[src/rtl/jam_perm_sched.sv]
// Lexicographic permutation scheduler for the JAM cost datapath.
// Walks all N! job assignments from the identity through an iterative next-permutation FSM.
module jam_perm_sched #(
  parameter int N    = 8,
  parameter int IDXW = 16
) (
  input  logic              CLK,
  input  logic              RST,
  input  logic              i_start,
  output logic              o_busy,
  output logic              o_perm_valid,
  input  logic              i_perm_ready,
  output logic [3*N-1:0]    o_perm,
  output logic              o_perm_last,
  output logic [IDXW-1:0]   o_perm_index,
  output logic              o_done
);

  localparam int IW = (N > 2) ? $clog2(N) : 1;
  localparam logic [IW-1:0] LAST_POS  = IW'(N - 1);
  localparam logic [IW-1:0] PIV_START = IW'(N - 2);

  typedef enum logic [2:0] {
    S_IDLE,
    S_EMIT,
    S_FIND_PIVOT,
    S_FIND_SUCC,
    S_SWAP,
    S_REVERSE,
    S_DONE
  } state_t;

  state_t              r_state;
  logic [N-1:0][2:0]   r_p;
  logic [IW-1:0]       r_i;
  logic [IW-1:0]       r_j;
  logic [IW-1:0]       r_lo;
  logic [IW-1:0]       r_hi;
  logic                r_busy;
  logic                r_valid;
  logic                r_done;
  logic [IDXW-1:0]     r_index;

  logic [N-1:0][2:0]   w_ident;
  logic                w_desc;
  logic                w_hs;

  // The descending arrangement is the only permutation with no successor.
  always_comb begin
    w_desc = 1'b1;
    for (int k = 0; k < N; k++) begin
      w_ident[k] = 3'(k);
      if (r_p[k] != 3'(N - 1 - k)) w_desc = 1'b0;
    end
  end

  assign w_hs = r_valid & i_perm_ready;

  // r_i doubles as the latched pivot once FIND_PIVOT succeeds.
  always_ff @(posedge CLK) begin
    if (RST) begin
      r_state <= S_IDLE;
      r_p     <= w_ident;
      r_i     <= '0;
      r_j     <= '0;
      r_lo    <= '0;
      r_hi    <= '0;
      r_busy  <= 1'b0;
      r_valid <= 1'b0;
      r_done  <= 1'b0;
      r_index <= '0;
    end else begin
      r_done <= 1'b0;
      case (r_state)
        S_IDLE: begin
          if (i_start) begin
            r_p     <= w_ident;
            r_index <= '0;
            r_busy  <= 1'b1;
            r_valid <= 1'b1;
            r_state <= S_EMIT;
          end
        end
        S_EMIT: begin
          if (w_hs) begin
            r_valid <= 1'b0;
            if (w_desc) begin
              r_done  <= 1'b1;
              r_state <= S_DONE;
            end else begin
              r_i     <= PIV_START;
              r_state <= S_FIND_PIVOT;
            end
          end
        end
        S_FIND_PIVOT: begin
          if (r_p[r_i] < r_p[r_i + IW'(1)]) begin
            r_j     <= LAST_POS;
            r_state <= S_FIND_SUCC;
          end else begin
            r_i <= r_i - IW'(1);
          end
        end
        S_FIND_SUCC: begin
          if (r_p[r_j] > r_p[r_i]) r_state <= S_SWAP;
          else                     r_j     <= r_j - IW'(1);
        end
        S_SWAP: begin
          r_p[r_i] <= r_p[r_j];
          r_p[r_j] <= r_p[r_i];
          r_lo     <= r_i + IW'(1);
          r_hi     <= LAST_POS;
          r_state  <= S_REVERSE;
        end
        S_REVERSE: begin
          if (r_lo < r_hi) begin
            r_p[r_lo] <= r_p[r_hi];
            r_p[r_hi] <= r_p[r_lo];
            r_lo      <= r_lo + IW'(1);
            r_hi      <= r_hi - IW'(1);
          end else begin
            r_index <= r_index + IDXW'(1);
            r_valid <= 1'b1;
            r_state <= S_EMIT;
          end
        end
        S_DONE: begin
          r_busy  <= 1'b0;
          r_state <= S_IDLE;
        end
        default: r_state <= S_IDLE;
      endcase
    end
  end

  assign o_busy       = r_busy;
  assign o_perm_valid = r_valid;
  assign o_perm       = r_p;
  assign o_perm_last  = r_valid & w_desc;
  assign o_perm_index = r_index;
  assign o_done       = r_done;

endmodule

[config.mk]
export PLATFORM = sky130hd
export DESIGN_NAME = jam_perm_sched
export DESIGN_NICKNAME = d
export VERILOG_FILES = /design/src/rtl/jam_perm_sched.sv
export SDC_FILE = /design/constraint.sdc
export NUM_CORES = 1
export LEC_CHECK = 0
export ABC_AREA = 1
export CELL_PAD_IN_SITES_DETAIL_PLACEMENT = 1
export CELL_PAD_IN_SITES_GLOBAL_PLACEMENT = 1
export CORE_ASPECT_RATIO = 0.75
export CORE_MARGIN = 5
export CORE_UTILIZATION = 41
export CTS_BUF_LIST = sky130_fd_sc_hd__clkbuf_4 sky130_fd_sc_hd__clkbuf_8
export CTS_CLUSTER_DIAMETER = 80
export DETAILED_ROUTE_END_ITERATION = 10
export MAX_ROUTING_LAYER = met4
export PLACE_DENSITY = 0.89
export SLEW_MARGIN = 10
export SYNTH_ARGS = -nofsm -noshare
export SYNTH_HDL_FRONTEND = slang
export SYNTH_SLANG_ARGS = --single-unit
[constraint.sdc]
create_clock -name CLK -period 3.7 [get_ports CLK]
set_input_delay 0.74 -clock CLK [delete_from_list [all_inputs] [get_ports CLK]]
set_output_delay 0.74 -clock CLK [all_outputs]
set_load 0.01 [all_outputs]
==> results.ini <==
[outcome]
status = finished clean

[floorplan]
die_w_um = 144
start_util_pct = 42.3
die_h_um = 111
ios = 48
core_area_mm2 = 0.0132
die_area_mm2 = 0.0160
row_count = 36

[setup_path]
startpoint = r_i[1]
reg2reg_slack_ps = 370
cp.required_ps = 3990
r2r_start = r_i[1]
max_stage_delay_ps = 670
start_kind = register
rr_endpoint = r_j[1]
cp.arrival_ps = 3620
endpoint_kind = register
slowest_stage = dfxtp_1
path_max_fanout = 15
worstSetupEndpoint = r_j[1]
ff2ff_path_depth = 13
path_cells = inv_1 -> ha_1 -> inv_1 -> a21oi_1 -> o21ai_0 -> nand3_1 -> nand2_1 -> ha_1 -> a21oi_1 -> nand3_2 -> nand2_1 -> nand2_1 -> a21oi_1
crit_type = reg -> reg

[synthesis]
synth.distinct_cells = 40
synth_edf_count = 0
syn_area_mm2 = 0.00556
synth_warnings = 0
avgSynthCellArea_um2 = 5.51
synth_top_flop_cell = dfxtp_1
ys_seq_area_share_pct = 20.9
synth-seq-cells = 58
synthCells = 1009
synth_nets = 1026
synthArstFlopShare_pct = 0

[layout]
diodes = 0
final_cell_mix = nand2_1, inv_1, o21ai_0
finalInstanceArea_mm2 = 0.00635
drive_above_1_share_pct = 5.54
final_common_cell = nand2_1
area_growth_syn_to_layout_pct = 14.2
fin_nets = 1058
nFillCells = 1937

[global_route]
antenna_found_initial = 0
grt.overflow.total = 0
grt_first_pass_wirelength_um = 39700
grt_start_max_net_pins = 42
grt_pass1_vias = 6881
groute.usage.overall_pct = 32.4

[clocking]
clkSinkCount = 58
clk_pin_slew_ps = 80
cts_setup_buffers = 0
clock_insertion_delay_worst_skew_ps = 370
cts_resized = 0
clockBufferDepth = 2
h-tree-depth = 3
cts_buffers = 9
cts_root_buf = clkbuf_8
cts_tree = done
cts_hold_buf = 0

[placed_design]
hpwl_um = 18700
gp_congestion = 1.02
place.port_buffers = 47
placed_area_mm2 = 0.00615

[routing]
vias_per_cell = 6.06
drc = 0
dr.pass1.iters = 7
vias = 7371
route.antenna.remaining_nets = 0
routed_wl_um = 25600
wire_per_inst_um = 21.1
drt_iter0_drc = 959

[pwr]
p_leak_nw = 2.86
vdd_ir_drop_max_mv = 0.436
total_power_mw = 6.40
p_per_area_mw_per_mm2 = 1010

[timing]
finalCritPeriodShare_pct = 90.1
slew_viol_final = 0
hold_violations = 0
slew-limit-headroom_pct = 24.3
setup_tns_ps = 0
fmax_mhz = 300
final-setup-viol-count = 0
skew_ps = 15.4
rsz0062_at_grt = false
tightest_slew_ps = 1130
post-route-min-period_ps = 3330
hold_ws_ps = 486

[hold_path]
min_path_type = reg -> reg
hold_path_depth = 2

[flow_run]
maxCapViolations = 0

Yosys cell counts, drive strengths merged (2+ instances only):
library cell  count  area (um^2)
nand3b            5         37.5
nand4            16          100
xor2              6         52.6
clkbuf           14         52.6
nor2             40          160
o22ai             6         37.5
dfxtp            58         1160
buf              30          179
xnor2             3         26.3
nor3             29          170
inv             104          390
a221oi            2         17.5
a211oi            3         22.5
nand3            88          468
ha               13          163
a21oi            93          465
o21ai            95          475
a31oi             3         18.8
o21bai            6         45.0
nand2           387         1470
area by class of cell:
class / count / area (um^2) / share of cell area, %
flip-flops and latches: 58 / 1160 / 18.3
inverters: 105 / 394 / 6.21
clock buffers: 9 / 124 / 1.95
clock inverters: 7 / 78.8 / 1.24
well taps: 171 / 214 / 3.37
multi-input cells: 802 / 3770 / 59.4
repair buffers: 65 / 606 / 9.54
metrics by stage:
stage	instances	utilization [%]	setup slack, ps
global route	1217	48.3	69.3
floorplan	1009	-	988
global placement	1201	46.7	655
detailed placement	1201	46.7	489
CTS	1217	48.3	423
finish	1217	48.3	368
worst min path at each step:
stage	from	to	slack, ps
after global placement	o_busy	o_busy	470
after floorplan	o_busy	o_busy	490
final	o_perm_valid	o_done	490
after global routing	o_busy	o_busy	500
after detailed placement	o_busy	o_busy	470
after CTS	o_busy	o_busy	480
cell families after synthesis:
group	after synthesis	share of synthesized area, %
adder cells (fa/ha/maj)	13	2.93
flip-flops	58	20.9
AO/OA/AOI/OAI	211	19.9
XOR/XNOR	9	1.42
buffers and inverters	149	11.3
AND/OR/NAND/NOR	569	43.7
per-layer routing:
metal / track usage, % / wire, um
met1: 45.3 / 11100
met2: 45.3 / 10800
met3: 10.1 / 3150
met4: 8.08 / 658
met5: - / 0
sequential cells by signal (all words and copies together), names as in the netlist:
signal,count
o_busy,1
o_done,1
o_perm,24
o_perm_index,16
o_perm_valid,1
r_hi,3
r_i,3
r_j,3
r_lo,3
r_state,3
critical path: cells and delay by family, from the launching register on:
kind,cells,cell delay [ps]
and+or+nand+nor,5,580
DFF,1,670
AOI/OAI and AO/OA,4,660
adders and majority gates,2,870
buffers and inverters,2,500
power by group:
| group | leakage, nW | internal [mW] | switching [mW] |
|---|---|---|---|
| Clock | 0.0973 | 0.317 | 0.331 |
| Combinational | 2.29 | 1.41 | 3.06 |
| Sequential | 0.475 | 0.825 | 0.464 |
| Total | 2.86 | 2.55 | 3.86 |
Power figures use the tool's default switching activity.
